File: config.mk
export PLATFORM = sky130hd
export DESIGN_NAME = regfile_sb
export DESIGN_NICKNAME = d
export VERILOG_FILES = /design/src/rtl/regfile_pkg.sv /design/src/rtl/regfile_sb_scoreboard.sv /design/src/rtl/regfile_sb.sv
export SDC_FILE = /design/constraint.sdc
export NUM_CORES = 2
export LEC_CHECK = 0
export ABC_AREA = 1
export BUFFER_PORTS_ARGS = -buffer_cell sky130_fd_sc_hd__buf_2
export CAP_MARGIN = 20
export CORE_UTILIZATION = 45
export CTS_CLUSTER_SIZE = 30
export DETAILED_ROUTE_END_ITERATION = 8
export PLACE_DENSITY = 0.61
export SLEW_MARGIN = 20
export SYNTH_ARGS = -nofsm -noshare
export SYNTH_HDL_FRONTEND = slang
export SYNTH_SLANG_ARGS = --single-unit
File: constraint.sdc
create_clock -name clk -period 12.6 [get_ports clk]
set_input_delay 3.15 -clock clk [delete_from_list [all_inputs] [get_ports clk]]
set_output_delay 3.15 -clock clk [all_outputs]
set_load 0.01 [all_outputs]
File: src/rtl/regfile_pkg.sv
// Shared types and helpers for the LEGv8 register file with busy scoreboard.
package regfile_pkg;

    localparam int REG_CNT = 32;
    localparam logic [4:0] XZR_IDX = 5'd31;

    typedef logic [4:0] reg_addr_t;

    function automatic logic is_xzr(reg_addr_t a);
        return a == XZR_IDX;
    endfunction

    function automatic logic [5:0] popcount(logic [REG_CNT-1:0] v);
        logic [5:0] c;
        c = '0;
        for (int i = 0; i < REG_CNT; i++) begin
            c = c + 6'(v[i]);
        end
        return c;
    endfunction

endpackage

File: src/rtl/regfile_sb_scoreboard.sv
// Busy-bit scoreboard: one pending-producer flag per register plus a live count.
module scoreboard
    import regfile_pkg::*;
(
    input  logic               clk,
    input  logic               reset,
    input  logic               set,
    input  reg_addr_t          set_idx,
    input  logic               clear,
    input  reg_addr_t          clear_idx,
    output logic [REG_CNT-1:0] busy,
    output logic [5:0]         pending_cnt
);

    logic [REG_CNT-1:0] busy_nxt;

    // Set is applied after clear so a new producer wins over a retiring one.
    always_comb begin
        busy_nxt = busy;
        if (clear) begin
            busy_nxt[clear_idx] = 1'b0;
        end
        if (set) begin
            busy_nxt[set_idx] = 1'b1;
        end
        busy_nxt[XZR_IDX] = 1'b0;
    end

    always_ff @(posedge clk) begin
        if (reset) begin
            busy        <= '0;
            pending_cnt <= '0;
        end else begin
            busy        <= busy_nxt;
            pending_cnt <= popcount(busy_nxt);
        end
    end

endmodule

File: src/rtl/regfile_sb.sv
// LEGv8 32 x N register file with XZR, optional write bypass and busy scoreboard.
module regfile_sb
    import regfile_pkg::*;
#(
    parameter int N      = 64,
    parameter bit BYPASS = 1'b1
) (
    input  logic         clk,
    input  logic         reset,
    input  logic [4:0]   ra1,
    input  logic [4:0]   ra2,
    output logic [N-1:0] rd1,
    output logic [N-1:0] rd2,
    input  logic         we3,
    input  logic [4:0]   wa3,
    input  logic [N-1:0] wd3,
    input  logic         issue_en,
    input  logic [4:0]   issue_rd,
    output logic         busy1,
    output logic         busy2,
    output logic [5:0]   pending_cnt
);

    logic [N-1:0]       regs [REG_CNT];
    logic [REG_CNT-1:0] busy;
    logic               clear;
    logic               set;
    logic               fwd1;
    logic               fwd2;

    assign clear = we3 && !is_xzr(wa3);
    assign set   = issue_en && !is_xzr(issue_rd);

    always_ff @(posedge clk) begin
        if (reset) begin
            for (int i = 0; i < REG_CNT; i++) begin
                regs[i] <= '0;
            end
        end else if (clear) begin
            regs[wa3] <= wd3;
        end
    end

    assign fwd1 = BYPASS && clear && (wa3 == ra1);
    assign fwd2 = BYPASS && clear && (wa3 == ra2);

    always_comb begin
        rd1 = regs[ra1];
        if (is_xzr(ra1)) begin
            rd1 = '0;
        end else if (fwd1) begin
            rd1 = wd3;
        end
    end

    always_comb begin
        rd2 = regs[ra2];
        if (is_xzr(ra2)) begin
            rd2 = '0;
        end else if (fwd2) begin
            rd2 = wd3;
        end
    end

    // A same-cycle writeback retires the producer when bypass is on.
    assign busy1 = busy[ra1] && !fwd1;
    assign busy2 = busy[ra2] && !fwd2;

    scoreboard u_sb (
        .clk         (clk),
        .reset       (reset),
        .set         (set),
        .set_idx     (issue_rd),
        .clear       (clear),
        .clear_idx   (wa3),
        .busy        (busy),
        .pending_cnt (pending_cnt)
    );

endmodule

; ---- Yosys cells after proc, flatten, opt, wreduce, memory -nomap -nowiden
; Memories as Yosys holds them, arrays and structs flattened.
; Cells that the tools add are included.
[word_totals]
latch_bits = 0
memories = 1
inputBits = 88
ramBits = 2048
register_bits = 37
romBits = 0
out_inout_bits = 136
[classes]
n_reduce_logical = 13
n_eq_ne = 6
bitwise_logic = 3
n_lt_le_gt_ge = 6
muxes = 22
mul = 0
shifts = 0
addsub = 30
div_mod_pow = 0
[memory_table]
columns = memory, words, word_bits, read_ports, rd_clocked_by_memory_dff, wr, line
row1 = regs, 32, 64, 2, 0, 32, regfile_sb.sv:24  ; logic [N-1:0] regs [REG_CNT];
[op_table]
columns = cell, n
row1 = 64-bit two-way mux, 5
row2 = 6-bit by 1-bit adder with 6-bit output, 29
row3 = 64-bit OR reduction, 1
row4 = 31-bit two-way mux, 2
row5 = 31-bit bitwise AND, 1
row6 = 31-bit NOT, 1
row7 = 31-bit OR, 1
row8 = 5-bit by 6-bit < comparator with 1-bit output (second input constant), 4
row9 = 5-bit == test (second input constant), 4
row10 = 1-bit binary-select mux with 5-bit select, 2
row11 = 1-bit demux with 5-bit select, 2
row12 = 5-bit == test, 2
row13 = 5-bit by 1-bit >= comparator with 1-bit output (second input constant), 2
row14 = 1-bit two-way mux, 10
row15 = 1-bit logical AND, 8
row16 = 5-bit two-way mux, 1
row17 = 1-bit zero test, 4
row18 = 1-bit by 1-bit adder with 2-bit output, 1

; ---- Depth between registers and ports, before layout
[logic_depth]
depth_word = 39
mapped_depth = 27
mapped_depth_nobuf = 25

; ---- By module
; From an unflattened synthesis, not the netlist that was laid out.
[hier_totals]
cells_unflattened = 15233
area_unflattened_um2 = 118546.2
[modules_own_cells]
columns = mod, area_each_um2, seq_area_each_um2, cells_per_inst, instances
row1 = regfile_sb, 116073.8, 61499.0, 14906, 1
row2 = scoreboard, 2472.4, 740.7, 327, 1

; ---- Worst setup path after synthesis
; No wires, ideal clock.
[synth_path]
kind = input -> register
start = input wa3[4]
end = register u_sb.pending_cnt[4]
t_arrival_ps = 8266
path_stages = 21
n_path_buf = 1
required_time_ps = 12530
path_slack_ps = 4264
path_cell_list = buf_4 > nor4_4 > nand2_1 > nand2_1 > nand2_1 > ha_1 > fa_1 > fa_1 > fa_1 > fa_1 > inv_1 > fa_1 > fa_1 > inv_1 > ha_1 > fa_1 > nand2_1 > nand2_1 > a21oi_1 > o21ai_0 > a21oi_1
[synth_via]
elab_chain_len = 39
[synth_lines]
columns = item, line
row1 = start: declaration, regfile_sb.sv:15  ; input logic [4:0] wa3,
row2 = 5-bit by 6-bit < comparator with 1-bit output (implied by the code) or 5-bit by 1-bit >= comparator with 1-bit output (tied branches), regfile_sb_scoreboard.sv:21  ; busy_nxt[clear_idx] = 1'b0;
row3 = 1-bit logical AND (implied by the code), regfile_sb_scoreboard.sv:21
row4 = 1-bit two-way mux (implied by the code), regfile_sb_scoreboard.sv:21
row5 = 1-bit demux with 5-bit select, n/a
row6 = 31-bit NOT (no source line), n/a
row7 = 31-bit bitwise AND (no source line), n/a
row8 = 31-bit two-way mux (*), regfile_sb_scoreboard.sv:20  ; if (clear) begin
row9 = 31-bit OR (no source line), n/a
row10 = 31-bit two-way mux (*), regfile_sb_scoreboard.sv:23  ; if (set) begin
row11 = named net u_sb.busy_nxt[0], regfile_sb_scoreboard.sv:15  ; logic [REG_CNT-1:0] busy_nxt;
row12 = 1-bit by 1-bit adder with 2-bit output (*), regfile_pkg.sv:17  ; c = c + 6'(v[i]);
row13 = 6-bit by 1-bit adder with 6-bit output (*) (29 in series), regfile_pkg.sv:17
row14 = end signal: assignment, regfile_sb_scoreboard.sv:35  ; pending_cnt <= popcount(busy_nxt);
row15 = end: declaration, regfile_sb_scoreboard.sv:12  ; output logic [5:0] pending_cnt
; The timed path passes the listed nets; every way through them passes the cells marked *.
; A chain may end at the register's enable or synchronous reset.

; ---- Final worst setup path
[layout_path]
start = input ra1[2]
end = output rd1[21]
[layout_via]
elab_chain_len = 4
[layout_lines]
columns = item, line
row1 = start: declaration, regfile_sb.sv:10  ; input logic [4:0] ra1,
row2 = "parallel branches: the longest is 3 deep, another holds memory read 32 x 64 bit", n/a
row3 = 64-bit two-way mux (*), regfile_sb.sv:49  ; if (is_xzr(ra1)) begin
row4 = end: declaration, regfile_sb.sv:12  ; output logic [N-1:0] rd1,
; Every way passes the cells marked *.

==> impl_metrics.yaml <==
power_and_ir_drop:
  irDropWorstVdd_mv: 0.163
  power_density_nw_per_um2: 137
  p_leak_nw: 51.2
grt:
  grt_pass1_vias: 95500
  grt_pass1_wl_um: 691000
  grt_antenna_before_repair: 19
  overflow: 0
  track_usage: 0.373
  grt_max_degree: 196
floorplan:
  die_height_um: 509
  ios: 224
  die_w_um: 509
  die_area_um2: 259000
  rows: 185
  coreArea_um2: 255000
  initial_utilization: 0.454
clocking:
  cts-buffers-inserted: 228
  clockBufferDepth: 3
  htreeDepth: 4
  clk_latency_ns: 0.90
  cts.repair.resized: 0
  cts_tree: "built"
  cts_hold_buf: 0
  clk_pin_slew_ns: 0.07
  postCtsSetupBuffers: 0
  cts.sinks: 2085
  cts_root_buf: "clkbuf_16"
critical_path:
  path_max_fanout: 42
  end_kind: "output pin"
  start_kind: "input port"
  reg2reg_depth: 17
  arrival_ns: 7.11
  path_class: "input port to output pin"
  cp_data_required_time_ns: 9.45
placed_design:
  portBuffers: 223
  routabilityCongestion: 0.896
  dp_hpwl_um: 253000
  dp_slack_ns: 2.53
cells_and_area:
  drive_gt1_frac: 0.0598
  nNetsFinal: 13600
  area_growth_pct: 7.86
logic_synthesis:
  yosys.area_share.xor_xnor: 0.000606
  ys_async_sr_fraction: 0
  synth_compound_area_frac: 0.140
  synth_flop_cell: "edfxtp_1"
  synth_most_common_cell: "nor2_1"
  ys_ff_latch: 2085
  synth_top_family_by_area: "simple AND/OR/NAND/NOR gates"
  netlist.area_leader.share: 0.532
  yosys.area_share.simple: 0.218
  synthMuxAreaShare: 0
  yosys.cell_types.count: 43
  synth-warning-count: 0
  yosysTopAreaCell: "edfxtp_1"
  yosys-top-cells-count: "nor2_1 (2,859), nand2_1 (2,825), edfxtp_1 (2,048)"
  seq_area_frac_synth: 0.539
  yosys-top-cells-area: "edfxtp_1 (53%), nor2_1 (9.3%), nand2_1 (9.2%)"
  syn-cell-area_um2: 116000
  synthCells: 13900
  syn_area_per_cell_um2: 8.30
  synth_edf_count: 2048
  synth_fa_ha_area_frac: 0.00496
timing:
  fin_hold_ws_ns: 0.497
  layout_setup_ws_ns: 2.34
  drv_slew: 0
  fin_crit_sh: 0.814
  skew_ns: 0.00864
  fmax_mhz: 97.5
  timing.setup.tns_ns: 0
  setup_viol: 0
  worst_pin_slew_ns: 1.32
  hold_violations: 0
  relSlewSlack: 0.119
  fin_crit_ns: 10.26
  rsz0062_at_grt: "false"
min_path:
  whs_path_depth: 2
  hold_class: "flop to flop"
drt:
  vias_per_cell: 6.19
  route.detailed.drc: 0
  wl_per_cell_um: 29.2
  dr.pass1.iters: 9
  antenna_left: 0
  wl_um: 496000
  first_iter_violations: 18200
  vias: 105000
job:
  drv_cap: 0
run_status:
  outcome: "completed"
logic make-up after synthesis:
| kind of cell | after synthesis |
|---|---|
| buffers and inverters | 2559 |
| AO/OA/AOI/OAI | 2838 |
| adder cells (fa/ha/maj) | 32 |
| flip-flops | 2085 |
| AND/OR/NAND/NOR | 6401 |
| XOR/XNOR | 8 |
| other | 1 |
placed cells by master (no fill, tap or decap), types with 64 or more instances in the layout:
cell       synthesis  layout
a21oi_1         1450    1450
o21ai_0          683     683
buf_2            426     214
conb_1             1      64
o2111ai_1        234     234
inv_1           1345    1322
clkbuf_16          0     232
nand3_1          624     621
buf_4             36     175
o211ai_1         429     429
nor2_1          2859    2859
clkinv_1           1      80
nand2_1         2825    2786
edfxtp_1        2048    2048
where the power goes:
part	internal (mW)	switching (mW)	total, mW	leakage (nW)
clock network	3.64	2.95	6.59	3.42
registers	8.00	0.142	8.14	19.8
logic	0.540	1.80	2.34	27.9
routing by layer:
metal	track usage	share of wire	up-vias
li1	-	-	45200
met1	0.491	0.36	49300
met2	0.562	0.43	8869
met3	0.104	0.15	1747
met4	0.184	0.058	11
met5	0.00296	0.00033	-
final timing paths:
check                                      endpoint     startpoint  slack (ns)
worst max-delay path                        rd1[21]         ra1[2]        2.34
worst min-delay path                  u_sb.busy[25]  u_sb.busy[25]        0.50
worst max register to register  u_sb.pending_cnt[4]  u_sb.busy[28]        7.52
worst min register to register        u_sb.busy[25]  u_sb.busy[25]        0.50
worst max-delay path, stage by stage:
cell and delay [ns]:
clkbuf_8 0.29, nand2_4 0.17, buf_4 0.85, nor3_1 0.41
inv_4 0.38, buf_4 0.80, o21ai_0 0.20, a21oi_1 0.52
buf_2 0.25
flip-flops by register name (all words and copies together), names as in the netlist:
signal	flops
u_sb.pending_cnt	6
u_sb.busy	31
regs	2048
through the flow:
| stage | power (mW) | utilization | cells | cell area [um2] |
|---|---|---|---|---|
| after detailed placement | 10.5 | 0.461 | 16600 | 117000 |
| after global routing | 17.5 | 0.490 | 17000 | 125000 |
| after global placement | 10.5 | 0.461 | 16600 | 117000 |
| after floorplan | 9.61 | - | 14000 | 116000 |
| final | 17.1 | 0.490 | 17000 | 125000 |
| after CTS | 16.9 | 0.488 | 17000 | 124000 |
final cells by class:
| class | instances | area, um2 |
|---|---|---|
| Antenna cell | 7 | 17.5 |
| Clock buffer | 282 | 5970 |
| Clock inverter | 123 | 1090 |
| Fill cell | 24100 | 130000 |
| Inverter | 1359 | 5200 |
| Multi-Input combinational cell | 9343 | 42800 |
| Sequential cell | 2085 | 62200 |
| Tap cell | 3366 | 4210 |
| Timing Repair Buffer | 429 | 3140 |
No activity file was read; power rests on OpenSTA's default activity.
